==> src/rtl/sram_word_ctrl_pkg.sv <==
// Shared types and constants for the 32-bit to 16-bit async SRAM word sequencer.
package sram_word_ctrl_pkg;

    typedef enum logic [1:0] {
        StIdle,
        StSetup,
        StStrobe,
        StRecover
    } state_e;

    localparam int unsigned HalfWidth     = 16;
    localparam int unsigned WordWidth     = 32;
    localparam int unsigned SramAddrWidth = 18;

    localparam int unsigned SetupCycles   = 1;
    localparam int unsigned RecoverCycles = 1;
    localparam int unsigned MaxWaitCycles = 7;
    localparam int unsigned CntWidth      = 3;

    function automatic logic [HalfWidth-1:0] sel_half(input logic [WordWidth-1:0] word,
                                                       input logic half);
        return half ? word[31:16] : word[15:0];
    endfunction

endpackage

==> src/rtl/sram_word_ctrl_if.sv <==
// Command port and SRAM pin bundle; master is the SoC/board side, slave the sequencer.
interface sram_word_ctrl_if;
    import sram_word_ctrl_pkg::*;

    logic                     cmd_valid;
    logic                     cmd_ready;
    logic                     cmd_write;
    logic [18:0]              cmd_address;
    logic [WordWidth-1:0]     cmd_data;
    logic [3:0]               cmd_mask;
    logic                     rsp_valid;
    logic [WordWidth-1:0]     rsp_data;
    logic [SramAddrWidth-1:0] sram_addr;
    logic [HalfWidth-1:0]     sram_dat_read;
    logic [HalfWidth-1:0]     sram_dat_write;
    logic                     sram_dat_writeEnable;
    logic                     sram_cs;
    logic                     sram_we;
    logic                     sram_oe;
    logic                     sram_lb;
    logic                     sram_ub;

    modport master (
        output cmd_valid, cmd_write, cmd_address, cmd_data, cmd_mask, sram_dat_read,
        input  cmd_ready, rsp_valid, rsp_data, sram_addr, sram_dat_write,
               sram_dat_writeEnable, sram_cs, sram_we, sram_oe, sram_lb, sram_ub
    );

    modport slave (
        input  cmd_valid, cmd_write, cmd_address, cmd_data, cmd_mask, sram_dat_read,
        output cmd_ready, rsp_valid, rsp_data, sram_addr, sram_dat_write,
               sram_dat_writeEnable, sram_cs, sram_we, sram_oe, sram_lb, sram_ub
    );

endinterface

==> src/rtl/sram_half_timer.sv <==
// Per-phase down-counter; reloaded on every state change, last is high on the final cycle.
module sram_half_timer
    import sram_word_ctrl_pkg::*;
(
    input  logic                clk,
    input  logic                rst_n,
    input  logic                load,
    input  logic [CntWidth-1:0] load_val,
    output logic                last
);

    logic [CntWidth-1:0] cnt_q, cnt_d;

    always_comb begin
        cnt_d = cnt_q;
        if (load) begin
            cnt_d = load_val;
        end else if (cnt_q != '0) begin
            cnt_d = cnt_q - CntWidth'(1);
        end
    end

    always_ff @(posedge clk or negedge rst_n) begin
        if (!rst_n) begin
            cnt_q <= '0;
        end else begin
            cnt_q <= cnt_d;
        end
    end

    assign last = (cnt_q == '0);

endmodule

==> src/rtl/sram_word_ctrl.sv <==
// Splits 32-bit commands into two timed 16-bit async SRAM cycles, low half first.
module sram_word_ctrl
    import sram_word_ctrl_pkg::*;
#(
    parameter int unsigned WAIT_CYCLES = 1
) (
    input logic            io_mainClk,
    input logic            io_asyncResetn,
    sram_word_ctrl_if.slave bus
);

    localparam int unsigned WaitCycles =
        (WAIT_CYCLES > MaxWaitCycles) ? MaxWaitCycles : WAIT_CYCLES;

    state_e                   state_q, state_d;
    logic                     half_q, half_d;
    logic                     write_q, write_d;
    logic [16:0]              addr_q, addr_d;
    logic [WordWidth-1:0]     data_q, data_d;
    logic [3:0]               mask_q, mask_d;
    logic                     ready_q, ready_d;
    logic                     rsp_valid_q, rsp_valid_d;
    logic [WordWidth-1:0]     rsp_data_q, rsp_data_d;
    logic [SramAddrWidth-1:0] sram_addr_q, sram_addr_d;
    logic [HalfWidth-1:0]     dat_write_q, dat_write_d;
    logic                     dwe_q, dwe_d;
    logic                     cs_q, cs_d, we_q, we_d, oe_q, oe_d, lb_q, lb_d, ub_q, ub_d;

    logic                     go_setup, go_half;
    logic                     src_write;
    logic [16:0]              src_addr;
    logic [WordWidth-1:0]     src_data;
    logic [3:0]               src_mask;
    logic                     timer_load, timer_last;
    logic [CntWidth-1:0]      timer_val;
    logic                     unused_addr;

    assign unused_addr = ^bus.cmd_address[1:0];

    // The first half is set up straight from the command port; the second from latched copies.
    assign src_write = (state_q == StIdle) ? bus.cmd_write          : write_q;
    assign src_addr  = (state_q == StIdle) ? bus.cmd_address[18:2]  : addr_q;
    assign src_data  = (state_q == StIdle) ? bus.cmd_data           : data_q;
    assign src_mask  = (state_q == StIdle) ? bus.cmd_mask           : mask_q;

    always_comb begin
        state_d     = state_q;
        half_d      = half_q;
        write_d     = write_q;
        addr_d      = addr_q;
        data_d      = data_q;
        mask_d      = mask_q;
        rsp_valid_d = 1'b0;
        rsp_data_d  = rsp_data_q;
        sram_addr_d = sram_addr_q;
        dat_write_d = dat_write_q;
        dwe_d       = dwe_q;
        cs_d        = cs_q;
        we_d        = we_q;
        oe_d        = oe_q;
        lb_d        = lb_q;
        ub_d        = ub_q;
        go_setup    = 1'b0;
        go_half     = 1'b0;

        unique case (state_q)
            StIdle: begin
                if (bus.cmd_valid && ready_q) begin
                    write_d = bus.cmd_write;
                    addr_d  = bus.cmd_address[18:2];
                    data_d  = bus.cmd_data;
                    mask_d  = bus.cmd_mask;
                    if (!bus.cmd_write || (bus.cmd_mask[1:0] != 2'b00)) begin
                        go_setup = 1'b1;
                    end else if (bus.cmd_mask[3:2] != 2'b00) begin
                        go_setup = 1'b1;
                        go_half  = 1'b1;
                    end else begin
                        // Empty write: one busy cycle with pins left idle.
                        state_d = StRecover;
                    end
                end
            end
            StSetup: begin
                if (timer_last) begin
                    state_d = StStrobe;
                    we_d    = ~write_q;
                    oe_d    = write_q;
                end
            end
            StStrobe: begin
                if (timer_last) begin
                    state_d = StRecover;
                    we_d    = 1'b1;
                    oe_d    = 1'b1;
                    if (!write_q) begin
                        if (half_q) data_d[31:16] = bus.sram_dat_read;
                        else        data_d[15:0]  = bus.sram_dat_read;
                    end
                end
            end
            StRecover: begin
                if (timer_last) begin
                    if (!half_q && (!write_q || (mask_q[3:2] != 2'b00))) begin
                        go_setup = 1'b1;
                        go_half  = 1'b1;
                    end else begin
                        state_d = StIdle;
                        cs_d    = 1'b1;
                        dwe_d   = 1'b0;
                        lb_d    = 1'b1;
                        ub_d    = 1'b1;
                        if (!write_q) begin
                            rsp_valid_d = 1'b1;
                            rsp_data_d  = data_q;
                        end
                    end
                end
            end
            default: state_d = StIdle;
        endcase

        if (go_setup) begin
            state_d     = StSetup;
            half_d      = go_half;
            cs_d        = 1'b0;
            we_d        = 1'b1;
            oe_d        = 1'b1;
            sram_addr_d = {src_addr, go_half};
            if (src_write) begin
                dat_write_d = sel_half(src_data, go_half);
                dwe_d       = 1'b1;
                lb_d        = ~src_mask[{go_half, 1'b0}];
                ub_d        = ~src_mask[{go_half, 1'b1}];
            end else begin
                dwe_d = 1'b0;
                lb_d  = 1'b0;
                ub_d  = 1'b0;
            end
        end
    end

    assign ready_d    = (state_d == StIdle);
    assign timer_load = (state_d != state_q);

    always_comb begin
        case (state_d)
            StSetup:   timer_val = CntWidth'(SetupCycles - 1);
            StStrobe:  timer_val = CntWidth'(WaitCycles);
            StRecover: timer_val = CntWidth'(RecoverCycles - 1);
            default:   timer_val = '0;
        endcase
    end

    sram_half_timer u_timer (
        .clk      (io_mainClk),
        .rst_n    (io_asyncResetn),
        .load     (timer_load),
        .load_val (timer_val),
        .last     (timer_last)
    );

    always_ff @(posedge io_mainClk or negedge io_asyncResetn) begin
        if (!io_asyncResetn) begin
            state_q     <= StIdle;
            half_q      <= 1'b0;
            write_q     <= 1'b0;
            addr_q      <= '0;
            data_q      <= '0;
            mask_q      <= '0;
            ready_q     <= 1'b0;
            rsp_valid_q <= 1'b0;
            rsp_data_q  <= '0;
            sram_addr_q <= '0;
            dat_write_q <= '0;
            dwe_q       <= 1'b0;
            cs_q        <= 1'b1;
            we_q        <= 1'b1;
            oe_q        <= 1'b1;
            lb_q        <= 1'b1;
            ub_q        <= 1'b1;
        end else begin
            state_q     <= state_d;
            half_q      <= half_d;
            write_q     <= write_d;
            addr_q      <= addr_d;
            data_q      <= data_d;
            mask_q      <= mask_d;
            ready_q     <= ready_d;
            rsp_valid_q <= rsp_valid_d;
            rsp_data_q  <= rsp_data_d;
            sram_addr_q <= sram_addr_d;
            dat_write_q <= dat_write_d;
            dwe_q       <= dwe_d;
            cs_q        <= cs_d;
            we_q        <= we_d;
            oe_q        <= oe_d;
            lb_q        <= lb_d;
            ub_q        <= ub_d;
        end
    end

    assign bus.cmd_ready            = ready_q;
    assign bus.rsp_valid            = rsp_valid_q;
    assign bus.rsp_data             = rsp_data_q;
    assign bus.sram_addr            = sram_addr_q;
    assign bus.sram_dat_write       = dat_write_q;
    assign bus.sram_dat_writeEnable = dwe_q;
    assign bus.sram_cs              = cs_q;
    assign bus.sram_we              = we_q;
    assign bus.sram_oe              = oe_q;
    assign bus.sram_lb              = lb_q;
    assign bus.sram_ub              = ub_q;

endmodule
==> src/flat_wrapper.sv <==
// flat-port wrapper written by rule: the top's interface ports become plain ports
module sram_word_ctrl_flat import sram_word_ctrl_pkg::*;
#(
    parameter int unsigned WAIT_CYCLES = 1
)
  (io_mainClk, io_asyncResetn, bus_cmd_valid, bus_cmd_write, bus_cmd_address, bus_cmd_data, bus_cmd_mask, bus_sram_dat_read, bus_cmd_ready, bus_rsp_valid, bus_rsp_data, bus_sram_addr, bus_sram_dat_write, bus_sram_dat_writeEnable, bus_sram_cs, bus_sram_we, bus_sram_oe, bus_sram_lb, bus_sram_ub);
  sram_word_ctrl_if bus_i ();
  input logic io_mainClk;
  input logic io_asyncResetn;
  input wire logic [$bits(bus_i.cmd_valid)-1:0] bus_cmd_valid;
  input wire logic [$bits(bus_i.cmd_write)-1:0] bus_cmd_write;
  input wire logic [$bits(bus_i.cmd_address)-1:0] bus_cmd_address;
  input wire logic [$bits(bus_i.cmd_data)-1:0] bus_cmd_data;
  input wire logic [$bits(bus_i.cmd_mask)-1:0] bus_cmd_mask;
  input wire logic [$bits(bus_i.sram_dat_read)-1:0] bus_sram_dat_read;
  output wire logic [$bits(bus_i.cmd_ready)-1:0] bus_cmd_ready;
  output wire logic [$bits(bus_i.rsp_valid)-1:0] bus_rsp_valid;
  output wire logic [$bits(bus_i.rsp_data)-1:0] bus_rsp_data;
  output wire logic [$bits(bus_i.sram_addr)-1:0] bus_sram_addr;
  output wire logic [$bits(bus_i.sram_dat_write)-1:0] bus_sram_dat_write;
  output wire logic [$bits(bus_i.sram_dat_writeEnable)-1:0] bus_sram_dat_writeEnable;
  output wire logic [$bits(bus_i.sram_cs)-1:0] bus_sram_cs;
  output wire logic [$bits(bus_i.sram_we)-1:0] bus_sram_we;
  output wire logic [$bits(bus_i.sram_oe)-1:0] bus_sram_oe;
  output wire logic [$bits(bus_i.sram_lb)-1:0] bus_sram_lb;
  output wire logic [$bits(bus_i.sram_ub)-1:0] bus_sram_ub;
  assign bus_i.cmd_valid = bus_cmd_valid;
  assign bus_i.cmd_write = bus_cmd_write;
  assign bus_i.cmd_address = bus_cmd_address;
  assign bus_i.cmd_data = bus_cmd_data;
  assign bus_i.cmd_mask = bus_cmd_mask;
  assign bus_i.sram_dat_read = bus_sram_dat_read;
  assign bus_cmd_ready = bus_i.cmd_ready;
  assign bus_rsp_valid = bus_i.rsp_valid;
  assign bus_rsp_data = bus_i.rsp_data;
  assign bus_sram_addr = bus_i.sram_addr;
  assign bus_sram_dat_write = bus_i.sram_dat_write;
  assign bus_sram_dat_writeEnable = bus_i.sram_dat_writeEnable;
  assign bus_sram_cs = bus_i.sram_cs;
  assign bus_sram_we = bus_i.sram_we;
  assign bus_sram_oe = bus_i.sram_oe;
  assign bus_sram_lb = bus_i.sram_lb;
  assign bus_sram_ub = bus_i.sram_ub;
  sram_word_ctrl #(.WAIT_CYCLES(WAIT_CYCLES)) u_core (.io_mainClk(io_mainClk), .io_asyncResetn(io_asyncResetn), .bus(bus_i));
endmodule
==> config.mk <==
export PLATFORM = sky130hd
export DESIGN_NAME = sram_word_ctrl_flat
export DESIGN_NICKNAME = d
export VERILOG_FILES = /design/src/rtl/sram_word_ctrl_pkg.sv /design/src/rtl/sram_word_ctrl_if.sv /design/src/rtl/sram_half_timer.sv /design/src/rtl/sram_word_ctrl.sv /design/src/flat_wrapper.sv
export SDC_FILE = /design/constraint.sdc
export NUM_CORES = 1
export LEC_CHECK = 0
export CORE_MARGIN = 2
export CORE_UTILIZATION = 35
export DETAILED_ROUTE_END_ITERATION = 8
export SLEW_MARGIN = 30
export SYNTH_ARGS = -nofsm -noshare
export SYNTH_HDL_FRONTEND = slang
export SYNTH_SLANG_ARGS = --single-unit
==> constraint.sdc <==
create_clock -name io_mainClk -period 5.01 [get_ports io_mainClk]
set_input_delay 0.7515 -clock io_mainClk [delete_from_list [all_inputs] [get_ports io_mainClk]]
set_output_delay 0.7515 -clock io_mainClk [all_outputs]
set_load 0.005 [all_outputs]
# Yosys cells after proc, flatten, opt, wreduce, memory -nomap -nowiden
# Cells that the tools add are included.
# word_totals
reg_bits	134
in_bits	75
out_inout_bits	74
# op_classes
n_addsub	1
order_cmp	2
eq_ne	13
n_mux	60
bitwise_logic	4
reduce_logical	26
# ops
op	count
$mux 32	4
$pmux 32 s2	1
$mux 16	3
$mux 1	35
$mux 17	1
$mux 2	8
$reduce_bool 2->1	7
$reduce_and 5->1	2
$pmux 1 s2	4
$pmux 2 s4	1
$eq 2x2->1 const B	3
$lt 2x3->1 const B	2
$mux 3	2
$ne 2x1->1 const B	3
$ne 2x2->1 const B	3
$ne 3x1->1 const B	2
$reduce_and 3->1	2
$reduce_bool 3->1	2
$logic_not 2->1	2
$mux 4	1
$not 1->1	4
$reduce_and 2->1	2
$reduce_and 4->1	1
$logic_not 1->1	3
other kinds (6)	8

# Logic depth before layout (Yosys ltp)
# Gate-level depths: netlist of run 1.
# depth
ltp_word	11
mapped_depth	12
mapped_depth_nobuf	8

# Hierarchy
# From an unflattened synthesis of run 1, not the netlist that was laid out.
# unflattened
hier_cells	532
hier_area_um2	6163.4
# by_module_without_submodules
mod	n_inst	cells_each	area_per_inst_um2
sram_word_ctrl	1	511	5962.0
sram_half_timer	1	21	201.4

# Worst setup path after synthesis of run 1
# OpenSTA, ideal clock, no wires.
# synth_timing
path_type	register to register
startpoint	register u_core.state_q[0]
endpoint	register u_core.dat_write_q[0], in the netlist u_core.bus.sram_dat_write[0]
setup_ns	0.134
arrival_ns	2.495
required_ns	4.876
slack_ns	2.380
path_stages_with_launch	13
n_path_buf	4
synth_period_minus_slack_ns	2.630
path_cell_list	dfrtp_1 -> clkbuf_1 -> inv_1 -> ha_1 -> nand2b_1 -> a2111oi_4 -> a21oi_2 -> buf_6 -> or2_1 -> buf_4 -> buf_2 -> a21oi_1 -> a21oi_1
# synth_between
elab_chain_cells	3
elab_cells_between_ends	8
# synth_rtl
item	line_no	text
start, declared	sram_word_ctrl.sv:15	state_e state_q, state_d;
start signal, assigned	sram_word_ctrl.sv:165	state_q <= StIdle;
start signal, assigned	sram_word_ctrl.sv:183	state_q <= state_d;
$eq 2x2->1 / $logic_not 2->1 (equally long branches)	sram_word_ctrl.sv:66, sram_word_ctrl.sv:41, sram_word_ctrl.sv:43	
$pmux 1 s2, or another cell as far along	sram_word_ctrl.sv:66	unique case (state_q)
$mux 16 / $reduce_and 2->1 (equally long branches)	--	
end signal, assigned	sram_word_ctrl.sv:193	dat_write_q <= dat_write_d;
end, declared	sram_word_ctrl.sv:25	logic [HalfWidth-1:0] dat_write_q, dat_write_d;
# Parallel ways exist; a longest one is shown, timed or not.
# A chain may end at the register's enable or synchronous reset.

# Worst setup path after layout of run 1
# layout_timing
startpoint	register u_core.state_q[0]
endpoint	register u_core.dat_write_q[7], in the netlist u_core.bus.sram_dat_write[7]
# Same word-level chain as after synthesis.

==> results of run 1 <==
-- power by group through the flow --
stage               registers [mW]  clock network (mW)  logic, mW
finish                        1.93                1.33       2.54
floorplan                     1.89                   0       1.50
global route                  2.00                1.40       2.79
CTS                           1.93                1.35       2.56
global placement              1.92                   0       2.49
detailed placement            1.95                   0       2.55
-- kinds of logic (layout without fill, tap and decap cells) --
kind of cell	Yosys count	in the layout
AOI/OAI and AO/OA	131	131
xor gates and xnor gates	1	1
adders and majority gates	6	6
buffers and inverters	42	194
DFF	131	131
muxes	101	101
and+or+nand+nor	125	125
-- state kept, by name, indices dropped and copies added, names as in the netlist --
name,count
u_core.bus.rsp_data,32
u_core.u_timer.cnt_q,3
u_core.write_q,1
u_core.state_q,2
u_core.bus.rsp_valid,1
u_core.bus.sram_we,1
u_core.bus.sram_ub,1
u_core.bus.cmd_ready,1
u_core.bus.sram_dat_write,16
u_core.bus.sram_addr,18
u_core.data_q,32
u_core.mask_q,2
u_core.bus.sram_dat_writeEnable,1
u_core.bus.sram_cs,1
u_core.bus.sram_oe,1
u_core.addr_q,17
u_core.bus.sram_lb,1
-- cell usage in the layout (no fill, tap or decap), types with 3 or more instances in the layout --
cell type / instances
clkinvlp_4: 3
a21oi_1: 66
nand2_1: 38
mux2i_1: 53
buf_4: 9
a222oi_1: 16
and3_1: 4
dfrtp_1: 126
nor2_1: 61
inv_1: 7
bufinv_16: 4
dfstp_2: 5
a21o_1: 3
mux2_2: 48
clkdlybuf4s50_1: 145
nand2b_1: 3
clkbuf_16: 17
ha_1: 5
o21ai_0: 23
and2_1: 3
-- per-stage QoR --
step	std cells	setup slack (ns)	hold WS, ns	power, mW
detailed placement	877	1.44	0.463	4.50
floorplan	537	2.38	0.456	3.39
CTS	909	1.67	0.477	5.85
global placement	877	1.45	0.462	4.41
global route	909	1.47	0.391	6.20
finish	909	1.68	0.319	5.80
-- worst min path at each step --
stage                                                     endpoint  slack, ns  cells after the start
after CTS                      u_core.bus.rsp_data[29]$_DFFE_PN0P_       0.48                      2
after floorplan                       u_core.addr_q[0]$_DFFE_PN0P_       0.46                      0
after detailed placement       u_core.bus.rsp_data[29]$_DFFE_PN0P_       0.46                      2
after global routing      u_core.bus.sram_dat_write[2]$_DFFE_PN0P_       0.39                      1
after global placement          u_core.bus.rsp_data[9]$_DFFE_PN0P_       0.46                      2
final                           u_core.bus.rsp_data[2]$_DFFE_PN0P_       0.32                      1
-- worst max-delay path, stage by stage, from the launching register on --
cell and delay [ns]:
dfrtp_1 0.58, inv_1 0.18, ha_1 0.35, nand2b_1 0.19, a2111oi_4 0.44, a21oi_4 0.20
buf_4 0.28, nor2_2 0.77, nor2_1 0.11, a21oi_1 0.16
-- cell type report --
cell class,count,share of cell area [%]
Clock buffer,20,5.47
Clock inverter,12,2.14
Inverter,7,0.315
Multi-Input combinational cell,364,31.1
Sequential cell,131,39.4
Tap cell,220,3.30
Timing Repair Buffer,155,18.3
-- cell usage after synthesis, drive strengths merged, types with 4 or more instances --
master,count
nand2,38
nand2b,5
a21oi,69
dfrtp,126
and3,4
a222oi,16
mux2i,53
ha,6
clkbuf,21
inv,7
buf,14
o21ai,25
mux2,48
nor2,63
dfstp,5
-- layer usage --
layer / routed length [um] / vias to the layer above
met5: 0 / -
met3: 695 / 31
li1: - / 2206
met2: 8450 / 123
met1: 6910 / 2399
met4: 474 / 0
==> flow_summary.yaml, run 1 <==
run_status:
  outcome: "completed"
yosys:
  synth_top_area_share_pct: 52.3
  async_flop_share_pct: 100
  synth_edf_count: 0
  synth_flop_cell: "dfrtp_1"
  ys.warnings.count: 0
  synth_xor_area_share_pct: 0.145
  ys_ff_latch: 131
  synth_fa_ha_area_share_pct: 1.25
  synth_top_area_cell: "dfrtp_1"
  ys_seq_area_share_pct: 54.5
  synthMuxAreaShare_pct: 17.8
  syn-cell-area_um2: 6030
  avgSynthCellArea_um2: 11.2
  ys_top_cells_by_area: "dfrtp_1 52%, mux2_2 9.0%, mux2i_1 8.8%"
  synth_top_family_by_area: "multiplexers"
  synth.distinct_cells: 50
  synth-simple-area-share_pct: 9.34
  synth_fp_nets: 618
  synth_compound_area_share_pct: 14.0
  synth_cells: 537
detailed_routing:
  drt_first_iter_violations: 327
  drtPass1Iterations: 5
  vias: 4759
  viasPerCell: 5.24
  drt_wl_total_um: 16500
  drc: 0
  antenna_left: 0
  wl_per_cell_um: 18.2
power_and_ir_drop:
  p_sw_mw: 2.03
  switching_share_pct: 35.1
  peakVddDrop_uv: 339
  leakagePower_nw: 3.52
  power_frac_comb_pct: 43.8
  internal-power_mw: 3.77
  power.density_nw_per_um2: 695
  pwr-share-clk_pct: 22.9
  pwr-share-seq_pct: 33.3
die:
  die_h_um: 135
  die_x_um: 135
  num_rows: 47
  initial_core_util_pct: 36.1
  design.core.area_um2: 16700
  dieArea_um2: 18300
  ios: 149
critical_path:
  critPathCapture: "u_core.bus.sram_dat_write[7]$_DFFE_PN0P_"
  arrival_ns: 3.67
  endpoint_kind: "flip-flop"
  timing.rr.end: "u_core.bus.sram_dat_write[7]$_DFFE_PN0P_"
  worstSetupPathType: "reg2reg"
  timing.rr.start: "u_core.state_q[0]$_DFF_PN0_"
  cp.required_ns: 5.35
  cp_max_fo: 24
  r2r_slack_ns: 1.68
  startpoint_type: "flip-flop"
  worst_r2r_path_depth: 9
  crit_start: "u_core.state_q[0]$_DFF_PN0_"
clock_network:
  cts_made_buffers: 17
  postCtsHoldBufs: 0
  clkTransAtPathRegs_ns: 0.06
  h-tree-depth: 4
  cts_sinks: 131
  cts-resized-gates: 0
  cts-root-buf: "clkbuf_16"
  clockBufferDepth: 2
  cts_tree: "done"
  clk_latency_ns: 0.42
  postCtsSetupBuffers: 0
placed_design:
  place_congestion: 0.842
  dpl_cell_area_um2: 7700
  port_buffers: 146
  dp_hpwl_um: 11200
sta:
  slew_headroom_pct: 33.4
  timing.final.crit_period_ns: 3.33
  setup_viol: 0
  fin_crit_sh_pct: 66.5
  rsz0062_at_grt: "no"
  setup_tns_ns: 0
  fin_skew_ns: 0.00912
  timing.fmax_ghz: 0.300
  report.final.slew_viol_count: 0
  finalHoldViolations: 0
  worst_pin_slew_ns: 0.997
global_routing:
  grt_antenna_before_repair: 0
  grtUsageMet2_pct: 31.2
  use_met3_pct: 4.86
  overflow: 0
  grt.busiest_layer: "met2"
  grt_max_degree: 75
  grt_pass1_vias: 4930
  grt_util_met1_pct: 23.0
  track_usage_pct: 18.7
  grt_pass1_wl_um: 26200
finish:
  multi_input_area_um2: 2590
  design_area_um2: 8350
  antenna_cells: 0
  drive_gt1_share_pct: 15.5
  utilization_pct: 50.0
  area_growth_pct: 38.5
  final-seq-area_um2: 3280
  nNetsFinal: 757
  n_fill_cell: 1512
run:
  maxCapViolations: 0
min_path:
  min_path_type: "in2async"
Note: power is estimated with default switching activity, not from simulation.
==> run 2, diff against run 1 <==
Clock period 5.01 ns to 3.1 ns, I/O delays scaled along.
==> run 2 against run 1 <==
Against the previous run:
- wire length is 0.61% higher
- sequential power rose by 62%
- die area did not move
- clock skew is essentially flat
- global-route usage is 0.24 points higher
- cell count rose by 0.88%
- setup slack worse by 1.4 ns
- register-to-register slack worse by 1.4 ns
- combinational power is 65% higher
- critical path type unchanged
- critical endpoint is now u_core.bus.sram_dat_write[14]$_DFFE_PN0P_
- largest cell class unchanged
==> flow_summary.yaml, run 2 (same netlist as run 1, synthesis figures left out) <==
clock_network:
  clockBufferDepth: 2
  cts_made_buffers: 17
  cts-root-buf: "clkbuf_16"
  clk_latency_ns: 0.42
  postCtsHoldBufs: 0
  cts-resized-gates: 0
  cts_sinks: 131
  cts_tree: "done"
  postCtsSetupBuffers: 0
  h-tree-depth: 4
  clkTransAtPathRegs_ns: 0.06
critical_path:
  worst_r2r_path_depth: 8
  cp_max_fo: 16
  arrival_ns: 3.18
  cp.required_ns: 3.44
  timing.rr.start: "u_core.state_q[1]$_DFF_PN0_"
  r2r_slack_ns: 0.26
  timing.rr.end: "u_core.bus.sram_dat_write[14]$_DFFE_PN0P_"
  worstSetupPathType: "reg2reg"
  startpoint_type: "flip-flop"
  endpoint_kind: "flip-flop"
power_and_ir_drop:
  pwr-share-clk_pct: 21.2
  p_sw_mw: 3.35
  internal-power_mw: 5.94
  switching_share_pct: 36.0
  peakVddDrop_uv: 575
  leakagePower_nw: 3.54
  power_frac_comb_pct: 45.2
  power_mw: 9.29
  pwr-share-seq_pct: 33.6
  power.density_nw_per_um2: 1110
sta:
  timing.final.crit_period_ns: 2.84
  timing.fmax_ghz: 0.353
  rsz0062_at_grt: "no"
  setup_tns_ns: 0
  worst_pin_slew_ns: 0.915
  whs_ns: 0.0764
  fin_crit_sh_pct: 91.5
  setup_viol: 0
  finalWorstSetupSlack_ns: 0.263
  slew_headroom_pct: 39.0
  report.final.slew_viol_count: 0
  fin_skew_ns: 0.00958
  finalHoldViolations: 0
die:
  num_rows: 47
  dieArea_um2: 18300
  die_h_um: 135
  die_x_um: 135
  initial_core_util_pct: 36.1
  ios: 149
  design.core.area_um2: 16700
global_routing:
  grt_pass1_vias: 5025
  grt_pass1_wl_um: 26800
  overflow: 0
  grt_antenna_before_repair: 0
  track_usage_pct: 19.0
  grt_max_degree: 59
detailed_routing:
  vias: 4724
  wl_per_cell_um: 18.1
  drc: 0
  drtPass1Iterations: 7
  drt_wl_total_um: 16600
  viasPerCell: 5.15
  drt_first_iter_violations: 305
  antenna_left: 0
finish:
  final-seq-area_um2: 3280
  drive_gt1_share_pct: 16.5
  area_growth_pct: 38.7
  design_area_um2: 8360
  nNetsFinal: 765
  utilization_pct: 50.1
  final_common_cell: "clkdlybuf4s50_1"
  multi_input_area_um2: 2590
  final-instance-count-excl-fill: 917
  n_fill_cell: 1526
  antenna_cells: 0
  final_cell_mix: "145 x clkdlybuf4s50_1, 126 x dfrtp_1, 66 x a21oi_1"
placed_design:
  dpl_cell_area_um2: 7780
  dp_slack_ns: 0.231
  port_buffers: 146
  place_congestion: 0.810
  dp_hpwl_um: 11500
  dp.cells: 885
min_path:
  min_path_type: "in2async"
run:
  maxCapViolations: 0
run_status:
  outcome: "completed"
-- run 2: cell types whose count changed in the layout (fill, tap and decap cells not counted), sizes merged --
cell      delta
clkinv       +2
clkinvlp     -1
clkbuf       -2
buf          +8
inv          +3
bufinv       -2
-- run 2: worst max-delay path, cell delays in order, from the launching register on --
cell,delay [ns]
dfrtp_1,0.48
inv_1,0.18
ha_1,0.35
nand2b_1,0.19
a2111oi_4,0.43
a21oi_4,0.13
nor2_2,0.74
nor2_1,0.09
a21oi_1,0.15
-- run 2: power groups by stage --
stage	logic [mW]	clock network [mW]	registers, mW
2_1_floorplan	2.42	0	3.05
5_1_grt	4.59	2.10	3.23
6_report	4.20	1.97	3.12
3_5_place_dp	4.21	0	3.15
3_3_place_gp	4.11	0	3.10
4_1_cts	4.23	2.01	3.12
-- run 2: area by class of cell --
cell class              instances  area share [%]
clock inverters                14            1.84
multi-input cells             364            31.0
clock buffers                  18            5.13
repair buffers                163            19.1
inverters                       7           0.314
well taps                     220            3.29
flip-flops and latches        131            39.3
-- run 2: per-layer routing --
metal	vias up	routed length, um	part of all wire [%]	GRT usage [%]
li1	2229	-	-	-
met3	21	800	4.8	3.59
met2	151	8480	51	31.9
met5	-	0	0	0
met1	2323	7060	42	24.3
met4	0	287	1.7	7.23
-- run 2: worst max-delay path by stage --
stage | from | to | slack (ns) | cells past startpoint
after floorplan | u_core.state_q[0]$_DFF_PN0_ | u_core.bus.sram_dat_write[0]$_DFFE_PN0P_ | 0.47 | 12
after global placement | u_core.state_q[1]$_DFF_PN0_ | u_core.bus.sram_dat_write[4]$_DFFE_PN0P_ | 0.31 | 8
after detailed placement | u_core.state_q[1]$_DFF_PN0_ | u_core.bus.sram_dat_write[10]$_DFFE_PN0P_ | 0.23 | 8
after CTS | u_core.state_q[1]$_DFF_PN0_ | u_core.bus.sram_dat_write[10]$_DFFE_PN0P_ | 0.22 | 8
after global routing | u_core.state_q[1]$_DFF_PN0_ | u_core.bus.sram_dat_write[0]$_DFFE_PN0P_ | 0.009 | 8
final | u_core.state_q[1]$_DFF_PN0_ | u_core.bus.sram_dat_write[14]$_DFFE_PN0P_ | 0.26 | 8
